File: config.mk
export PLATFORM = sky130hd
export DESIGN_NAME = id_ex_register
export DESIGN_NICKNAME = d
export VERILOG_FILES = /design/src/rtl/id_ex_register.sv
export SDC_FILE = /design/constraint.sdc
export NUM_CORES = 1
export LEC_CHECK = 0
export CORE_MARGIN = 2
export CORE_UTILIZATION = 35
export CTS_BUF_LIST = sky130_fd_sc_hd__clkbuf_8
export CTS_CLUSTER_SIZE = 10
export DETAILED_ROUTE_END_ITERATION = 10
export PLACE_DENSITY = 0.77
export REMOVE_ABC_BUFFERS = 1
export SYNTH_ARGS = -nofsm -noshare
export SYNTH_HDL_FRONTEND = slang
export SYNTH_SLANG_ARGS = --single-unit
File: constraint.sdc
create_clock -name clk -period 2.8 [get_ports clk]
set_input_delay 0.28 -clock clk [delete_from_list [all_inputs] [get_ports clk]]
set_output_delay 0.28 -clock clk [all_outputs]
set_load 0.005 [all_outputs]
File: src/rtl/id_ex_register.sv
`default_nettype none
// ============================================================================
// Module      : id_ex_register
// Description : Decode-to-Execute pipeline register with load-use hazard
//               detection. Captures the decoded ID instruction (control, operands,
//               immediate, register indices, PC+4) and presents it to EX one
//               cycle later. If a load in EX writes a register that the ID
//               instruction reads, load_use_stall is raised combinationally and
//               a bubble is inserted at the next edge. A flush (taken branch)
//               squashes the ID instruction and overrides the stall.
// Config      : ID_EX_BUBBLE_CNT_EN - when defined, bubble_count is a
//               saturating CNT_WIDTH counter of load-use bubbles; when
//               undefined, bubble_count is tied to 0 (same port list).
// Ports       : clk, reset (async, active-low)
//               valid_in / flush_in / uses_rt_in : ID status
//               *_in  -> *_out  : control, data, indices, registered copies
//               valid_out       : EX holds a real instruction
//               load_use_stall  : combinational, hold PC and IF/ID
//               bubble_count    : load-use bubbles since reset
// Revision    : 1.0 - initial release
// ============================================================================
module id_ex_register #(
   parameter int DATA_WIDTH     = 32,
   parameter int REG_ADDR_WIDTH = 5,
   parameter int ALU_OP_WIDTH   = 4,
   parameter int CNT_WIDTH      = 16
) (
   input  logic                      clk,
   input  logic                      reset,
   input  logic                      valid_in,
   input  logic                      flush_in,
   input  logic                      uses_rt_in,
   input  logic                      reg_write_in,
   input  logic [1:0]                mem_to_reg_in,
   input  logic                      mem_write_in,
   input  logic                      mem_read_in,
   input  logic                      branch_ne_in,
   input  logic                      branch_eq_in,
   input  logic                      alu_src_in,
   input  logic                      reg_dst_in,
   input  logic [ALU_OP_WIDTH-1:0]   alu_op_in,
   input  logic [DATA_WIDTH-1:0]     read_data_1_in,
   input  logic [DATA_WIDTH-1:0]     read_data_2_in,
   input  logic [DATA_WIDTH-1:0]     imm_ext_in,
   input  logic [DATA_WIDTH-1:0]     pc_plus4_in,
   input  logic [REG_ADDR_WIDTH-1:0] rs_in,
   input  logic [REG_ADDR_WIDTH-1:0] rt_in,
   input  logic [REG_ADDR_WIDTH-1:0] rd_in,
   output logic                      reg_write_out,
   output logic [1:0]                mem_to_reg_out,
   output logic                      mem_write_out,
   output logic                      mem_read_out,
   output logic                      branch_ne_out,
   output logic                      branch_eq_out,
   output logic                      alu_src_out,
   output logic                      reg_dst_out,
   output logic [ALU_OP_WIDTH-1:0]   alu_op_out,
   output logic [DATA_WIDTH-1:0]     read_data_1_out,
   output logic [DATA_WIDTH-1:0]     read_data_2_out,
   output logic [DATA_WIDTH-1:0]     imm_ext_out,
   output logic [DATA_WIDTH-1:0]     pc_plus4_out,
   output logic [REG_ADDR_WIDTH-1:0] rs_out,
   output logic [REG_ADDR_WIDTH-1:0] rt_out,
   output logic [REG_ADDR_WIDTH-1:0] rd_out,
   output logic                      valid_out,
   output logic                      load_use_stall,
   output logic [CNT_WIDTH-1:0]      bubble_count
);

   // Pipeline register state
   logic                      valid_q,     valid_d;
   logic                      reg_write_q, reg_write_d;
   logic [1:0]                mem_to_reg_q, mem_to_reg_d;
   logic                      mem_write_q, mem_write_d;
   logic                      mem_read_q,  mem_read_d;
   logic                      branch_ne_q, branch_ne_d;
   logic                      branch_eq_q, branch_eq_d;
   logic                      alu_src_q,   alu_src_d;
   logic                      reg_dst_q,   reg_dst_d;
   logic [ALU_OP_WIDTH-1:0]   alu_op_q,    alu_op_d;
   logic [DATA_WIDTH-1:0]     rd1_q,       rd1_d;
   logic [DATA_WIDTH-1:0]     rd2_q,       rd2_d;
   logic [DATA_WIDTH-1:0]     imm_q,       imm_d;
   logic [DATA_WIDTH-1:0]     pc4_q,       pc4_d;
   logic [REG_ADDR_WIDTH-1:0] rs_q,        rs_d;
   logic [REG_ADDR_WIDTH-1:0] rt_q,        rt_d;
   logic [REG_ADDR_WIDTH-1:0] rd_q,        rd_d;

   logic w_hit;
   logic w_stall;
   logic w_bubble;

   // Hazard: a valid load in EX whose destination (rt) is a source of the
   // valid ID instruction. Register 0 is hardwired, so it never forwards a hazard.
   always_comb begin
      w_hit = valid_q & mem_read_q & (rt_q != '0) & valid_in &
              ((rt_q == rs_in) | (uses_rt_in & (rt_q == rt_in)));
      // A flushed ID instruction is discarded, so there is nothing to stall for.
      w_stall  = w_hit & ~flush_in;
      w_bubble = flush_in | w_stall;
   end

   assign load_use_stall = w_stall;

   // Next state: either capture ID or insert an all-zero bubble
   always_comb begin
      valid_d      = valid_in;
      reg_write_d  = reg_write_in;
      mem_to_reg_d = mem_to_reg_in;
      mem_write_d  = mem_write_in;
      mem_read_d   = mem_read_in;
      branch_ne_d  = branch_ne_in;
      branch_eq_d  = branch_eq_in;
      alu_src_d    = alu_src_in;
      reg_dst_d    = reg_dst_in;
      alu_op_d     = alu_op_in;
      rd1_d        = read_data_1_in;
      rd2_d        = read_data_2_in;
      imm_d        = imm_ext_in;
      pc4_d        = pc_plus4_in;
      rs_d         = rs_in;
      rt_d         = rt_in;
      rd_d         = rd_in;
      if (w_bubble) begin
         valid_d      = 1'b0;
         reg_write_d  = 1'b0;
         mem_to_reg_d = '0;
         mem_write_d  = 1'b0;
         mem_read_d   = 1'b0;
         branch_ne_d  = 1'b0;
         branch_eq_d  = 1'b0;
         alu_src_d    = 1'b0;
         reg_dst_d    = 1'b0;
         alu_op_d     = '0;
         rd1_d        = '0;
         rd2_d        = '0;
         imm_d        = '0;
         pc4_d        = '0;
         rs_d         = '0;
         rt_d         = '0;
         rd_d         = '0;
      end
   end

   always_ff @(posedge clk or negedge reset) begin
      if (!reset) begin
         valid_q      <= 1'b0;
         reg_write_q  <= 1'b0;
         mem_to_reg_q <= '0;
         mem_write_q  <= 1'b0;
         mem_read_q   <= 1'b0;
         branch_ne_q  <= 1'b0;
         branch_eq_q  <= 1'b0;
         alu_src_q    <= 1'b0;
         reg_dst_q    <= 1'b0;
         alu_op_q     <= '0;
         rd1_q        <= '0;
         rd2_q        <= '0;
         imm_q        <= '0;
         pc4_q        <= '0;
         rs_q         <= '0;
         rt_q         <= '0;
         rd_q         <= '0;
      end else begin
         valid_q      <= valid_d;
         reg_write_q  <= reg_write_d;
         mem_to_reg_q <= mem_to_reg_d;
         mem_write_q  <= mem_write_d;
         mem_read_q   <= mem_read_d;
         branch_ne_q  <= branch_ne_d;
         branch_eq_q  <= branch_eq_d;
         alu_src_q    <= alu_src_d;
         reg_dst_q    <= reg_dst_d;
         alu_op_q     <= alu_op_d;
         rd1_q        <= rd1_d;
         rd2_q        <= rd2_d;
         imm_q        <= imm_d;
         pc4_q        <= pc4_d;
         rs_q         <= rs_d;
         rt_q         <= rt_d;
         rd_q         <= rd_d;
      end
   end

   assign valid_out       = valid_q;
   assign reg_write_out   = reg_write_q;
   assign mem_to_reg_out  = mem_to_reg_q;
   assign mem_write_out   = mem_write_q;
   assign mem_read_out    = mem_read_q;
   assign branch_ne_out   = branch_ne_q;
   assign branch_eq_out   = branch_eq_q;
   assign alu_src_out     = alu_src_q;
   assign reg_dst_out     = reg_dst_q;
   assign alu_op_out      = alu_op_q;
   assign read_data_1_out = rd1_q;
   assign read_data_2_out = rd2_q;
   assign imm_ext_out     = imm_q;
   assign pc_plus4_out    = pc4_q;
   assign rs_out          = rs_q;
   assign rt_out          = rt_q;
   assign rd_out          = rd_q;

`ifdef ID_EX_BUBBLE_CNT_EN
   logic [CNT_WIDTH-1:0] cnt_q, cnt_d;

   // Only load-use bubbles are counted; holds at all-ones instead of wrapping.
   always_comb begin
      cnt_d = cnt_q;
      if (w_stall && (cnt_q != {CNT_WIDTH{1'b1}})) begin
         cnt_d = cnt_q + 1'b1;
      end
   end

   always_ff @(posedge clk or negedge reset) begin
      if (!reset) begin
         cnt_q <= '0;
      end else begin
         cnt_q <= cnt_d;
      end
   end

   assign bubble_count = cnt_q;
`else
   assign bubble_count = '0;
`endif

endmodule
`default_nettype wire

* Yosys cells after proc, flatten, opt, wreduce, memory -nomap -nowiden
Cells that the tools add are included.
Widths: inputs -> output; s select.
** Storage, ports and cells
- Output and inout port bits :: 174
- Word-level logic and storage cells :: 46
- Bits of input ports :: 161
- Bits in registers :: 157
** Operators by class
- Reduce and logical (&&, ||, !) cells :: 1
- Mux-type cells :: 17
- Bitwise logic cells :: 9
- Equal/unequal tests :: 2
** Operators with widths (number)
- $mux 32 :: 4
- $mux 5 :: 3
- $eq 5x5->1 :: 2
- $mux 1 :: 8
- $and 1x1->1 :: 6
- $reduce_bool 5->1 :: 1
- $mux 4 :: 1
- $mux 2 :: 1
- $or 1x1->1 :: 2
- $not 1->1 :: 1

* Longest topological paths before layout
- Word-level depth :: 7
- Gate-level depth with buffers :: 6
- Mapped depth without buffers :: 4

* Worst setup path before layout
OpenSTA, ideal clock, no wires.
- Path kind :: register to output
- From :: reg rt_q[4] (netlist: rt_out[4])
- To :: out load_use_stall
- Cell stages (with the launch flop) :: 6
- Data required time :: 2520 ps
- Path buffers :: 1
- Path slack :: 1263 ps
- Arrival :: 1257 ps
- Path through :: dfrtp_1 -> xnor2_1 -> nand3_1 -> o22ai_2 -> buf_2 -> and3b_1
** On the way
- Longest elaborated chain between the ends :: 5
- Elaborated cells on any way between the ends :: 9
- Classes of those cells :: eq/ne: 2; bitwise: 6; reduce/logical: 1
** Ends and longest elaborated chain
- from (decl) :: RTL line 86 : logic [REG_ADDR_WIDTH-1:0] rt_q, rt_d;
- from (signal assigned) :: RTL line 180 : rt_q <= rt_d;
- $eq 5x5->1 or $reduce_bool 5->1 (tied branches) :: RTL line 97, 96
- $and 1x1->1, on equally long branches :: RTL line 97, 96
- $or 1x1->1 or $and 1x1->1 (tied branches) :: RTL line 97, 96
- $and 1x1->1 * :: RTL line 96 : w_hit = valid_q & mem_read_q & (rt_q != '0) & valid_in &
- $and 1x1->1 * :: RTL line 99 : w_stall = w_hit & ~flush_in;
- to (decl) :: RTL line 66 : output logic load_use_stall,
Mark *: on every way between the ends. The rest lies on a longest branch, timed or not.

* Final worst setup path
- From :: reg rt_q[2] (netlist: rt_out[2])
- To :: out load_use_stall
Same word-level chain as after synthesis.

==> results.json <==
{
  "core_region_area_mm2": 0.0173,
  "gp_routability_congestion": 0.805,
  "placement.cell_area_mm2": 0.00948,
  "wire_per_inst_um": 16.4,
  "worst_setup_path_end_kind": "primary output",
  "cell_count_after_synthesis": 559,
  "drt_iter0_drc": 172,
  "place_hpwl_um": 11900,
  "met3_use_gr_pct": 6.81,
  "synth.top_cells.by_count": "sky130_fd_sc_hd__a21oi_1, sky130_fd_sc_hd__dfrtp_1, sky130_fd_sc_hd__nand2b_1",
  "global_route_total_usage_across_every_layer_pct": 18.6,
  "via_count_of_the_first_global_routing_pass": 5028,
  "cts_hold_buf": 1,
  "cp-start-kind": "register",
  "share_clk_of_total_power_pct": 33.6,
  "hold_path.class": "in -> reg",
  "final-max-slew-violation-count": 0,
  "clock_pin_slew_on_the_worst_setup_and_hold_paths_ns": 0.09,
  "crit_required_ns": 2.52,
  "detail_route.first_pass.iterations": 4,
  "globalRouteOverflowTotal": 0,
  "max_freq_ghz": 0.403,
  "gr-usage-met1_pct": 21.4,
  "numClockSinks": 157,
  "intPower_w": 0.00361,
  "top_level_ports": 335,
  "critical_path_peak_fanout": 4,
  "die_h_um": 137,
  "cp_slowest_cell": "sky130_fd_sc_hd__clkdlybuf4s50_1",
  "cp_cell_sequence": "xnor2_1, nand3_1, o22ai_4, and3b_1, clkdlybuf4s50_1",
  "placed_instances": 1057,
  "comb_power_share_pct": 16.4,
  "max-slew-margin-rel_pct": 50.4,
  "timing.critical_path.buf_inv": 1,
  "timing.final.setup_violations": 0,
  "drv_cap": 0,
  "n_fill_cell": 1503,
  "final.min_clock_period_ns": 2.48,
  "max_slew.worst_pin.slew_ns": 0.744,
  "timing.critical_path.slowest_cell_delay_ns": 0.51,
  "asyncSetResetFlopFracSynth_pct": 100,
  "status": "completed",
  "cts_resized": 0,
  "post_detailed_route_count_of_antenna_violating_nets": 0,
  "ys_seq_area_share_pct": 63.4,
  "synth-edff-count": 0,
  "finish.instance_area_mm2": 0.00987,
  "synth_area_leaders": "sky130_fd_sc_hd__dfrtp_1, sky130_fd_sc_hd__nand2b_1, sky130_fd_sc_hd__a21oi_1",
  "synth_cell_type_count": 17,
  "ys_dominant_reg_cell": "sky130_fd_sc_hd__dfrtp_1",
  "post_synth_instance_area_mm2": 0.00619,
  "worst_hold_slack_ns": 0.352,
  "min_period_over_period_pct": 88.5,
  "power_switching_share_pct": 25.3,
  "leakagePower_nw": 4.26,
  "drc_errors": 0,
  "worst_skew_pair.late_latency_ns": 0.45,
  "num_rows": 48,
  "die_x_um": 137,
  "fin_skew_ns": 0.0153,
  "final-hold-violation-count": 0,
  "cts.path.max_buffers": 2,
  "tritoncts": "built",
  "finalNonFillerCells": 1090,
  "power-per-cell-area_mw_per_mm2": 490,
  "layout-drive-gt1-share_pct": 4.86,
  "synth_to_layout_area_growth_pct": 59.3,
  "worst_ep_arrival_time_ns": 2.20,
  "nNetsFinal": 1013,
  "vdd.ir_drop.worst_mv": 0.253,
  "grt_most_used_layer": "met2",
  "power.share.sequential_pct": 50.0,
  "cts_made_buffers": 17,
  "gr_layer_usage_met2_pct": 30.4,
  "yosys_warnings": 0,
  "rsz_0062_raised_after_global_routing": "no",
  "port_buffers": 318,
  "clockRootBuffer": "sky130_fd_sc_hd__clkbuf_8",
  "dp_worst_setup_slack_ns": 0.480,
  "synth.ff_latch_count": 157,
  "grt_first_pass_wirelength_um": 26700,
  "cts_post_setup_buffers_inserted": 0,
  "postRouteWirelength_um": 17800,
  "insertedDiodeCount": 0,
  "design.die.area_mm2": 0.0188,
  "route.vias.total": 5019,
  "initial_utilization_pct": 35.8,
  "grt_antenna_before_repair": 0,
  "post-route-worst-setup-slack_ns": 0.321,
  "avgViaCountPerCell": 4.60,
  "netlist.area_leader.share_pct": 63.4,
  "finalCoreUtilization_pct": 57.0,
  "syn_avg_cell_area_um2": 11.1,
  "grt_max_degree": 158,
  "timing.setup.critical_path_class": "reg -> out",
  "htreeDepth": 4,
  "yosysTopAreaCell": "sky130_fd_sc_hd__dfrtp_1",
  "worst_path_dominant_cell_family": "buffers and inverters",
  "switching_power_w": 0.00122
}
==> final cells by class <==
class | instances | area [um^2] | area share [%]
clock buffers | 18 | 248 | 2.51
clock inverters | 14 | 134 | 1.36
multi-input cells | 350 | 1990 | 20.2
flip-flops and latches | 157 | 3930 | 39.8
well taps | 225 | 282 | 2.85
repair buffers | 326 | 3280 | 33.3
==> stage by stage <==
step                      TNS (ns)  power (W)
after global placement           0    0.00324
after floorplan            -219.30    0.00266
after global routing             0    0.00507
after detailed placement         0    0.00326
after CTS                        0    0.00491
final                            0    0.00483
==> cells in the final DEF (no fill, tap or decap), types with 2 or more instances in the layout <==
cell                                n
sky130_fd_sc_hd__nand2b_1         157
sky130_fd_sc_hd__dfrtp_1          157
sky130_fd_sc_hd__nand2_1            2
sky130_fd_sc_hd__buf_12             3
sky130_fd_sc_hd__conb_1            16
sky130_fd_sc_hd__nand3_1            2
sky130_fd_sc_hd__clkdlybuf4s50_1  316
sky130_fd_sc_hd__buf_4              5
sky130_fd_sc_hd__xnor2_1           10
sky130_fd_sc_hd__inv_6              4
sky130_fd_sc_hd__clkinv_4           4
sky130_fd_sc_hd__clkinvlp_4         4
sky130_fd_sc_hd__clkbuf_8          18
sky130_fd_sc_hd__a21oi_1          157
==> path summary, 6_finish.rpt <==
check / from / end / slack (ns) / cells after the start
min reg2reg: valid_out / rs_out[4] / 1.11 / 4
min in group asynchronous: reset / read_data_2_out[8] / 0.41 / 2
max: rt_out[2] / load_use_stall / 0.32 / 5
min: read_data_1_in[17] / read_data_1_out[17] / 0.35 / 3
max in group asynchronous: reset / imm_ext_out[9] / 1.62 / 3
max reg2reg: rt_out[2] / pc_plus4_out[15] / 0.76 / 5
==> power groups by stage <==
stage | sequential, W | clock [W] | combinational, W
4_1_cts | 0.00242 | 0.00169 | 0.000802
3_5_place_dp | 0.00246 | 0 | 0.000797
6_report | 0.00241 | 0.00162 | 0.000791
5_1_grt | 0.00243 | 0.00178 | 0.000861
2_1_floorplan | 0.00248 | 0 | 0.000181
3_3_place_gp | 0.00246 | 0 | 0.000786
==> registers in the layout (all words and copies together) (netlist names), 2 cells and up <==
signal           cells
mem_to_reg_out       2
rt_out               5
alu_op_out           4
read_data_1_out     32
read_data_2_out     32
pc_plus4_out        32
imm_ext_out         32
rd_out               5
rs_out               5
==> per-layer routing <==
layer  part of all wire, %  routed length (um)  vias to the layer above
met1                    38                6800                     2371
li1                      -                   -                     2370
met3                   9.4                1680                       45
met5                     0                   0                        -
met2                    49                8690                      233
met4                   3.7                 656                        0
==> cell families (layout without fill, tap and decap cells) <==
| group | count (synthesis) | count (layout) | synth area share, % |
|---|---|---|---|
| buffers and inverters | 67 | 358 | 5.54 |
| AOI/OAI and AO/OA | 159 | 159 | 13.0 |
| and+or+nand+nor | 165 | 165 | 16.5 |
| other | 1 | 16 | 0.0605 |
| DFF | 157 | 157 | 63.4 |
| xor gates and xnor gates | 10 | 10 | 1.41 |
==> worst reg2reg max path, stage by stage (launching register included) <==
cell and delay, ns:
sky130_fd_sc_hd__dfrtp_1 0.45, sky130_fd_sc_hd__xnor2_1 0.20, sky130_fd_sc_hd__nand3_1 0.16, sky130_fd_sc_hd__o22ai_4 0.24, sky130_fd_sc_hd__buf_12 0.52, sky130_fd_sc_hd__a21oi_1 0.31
Note: power is estimated with default switching activity, not from simulation.
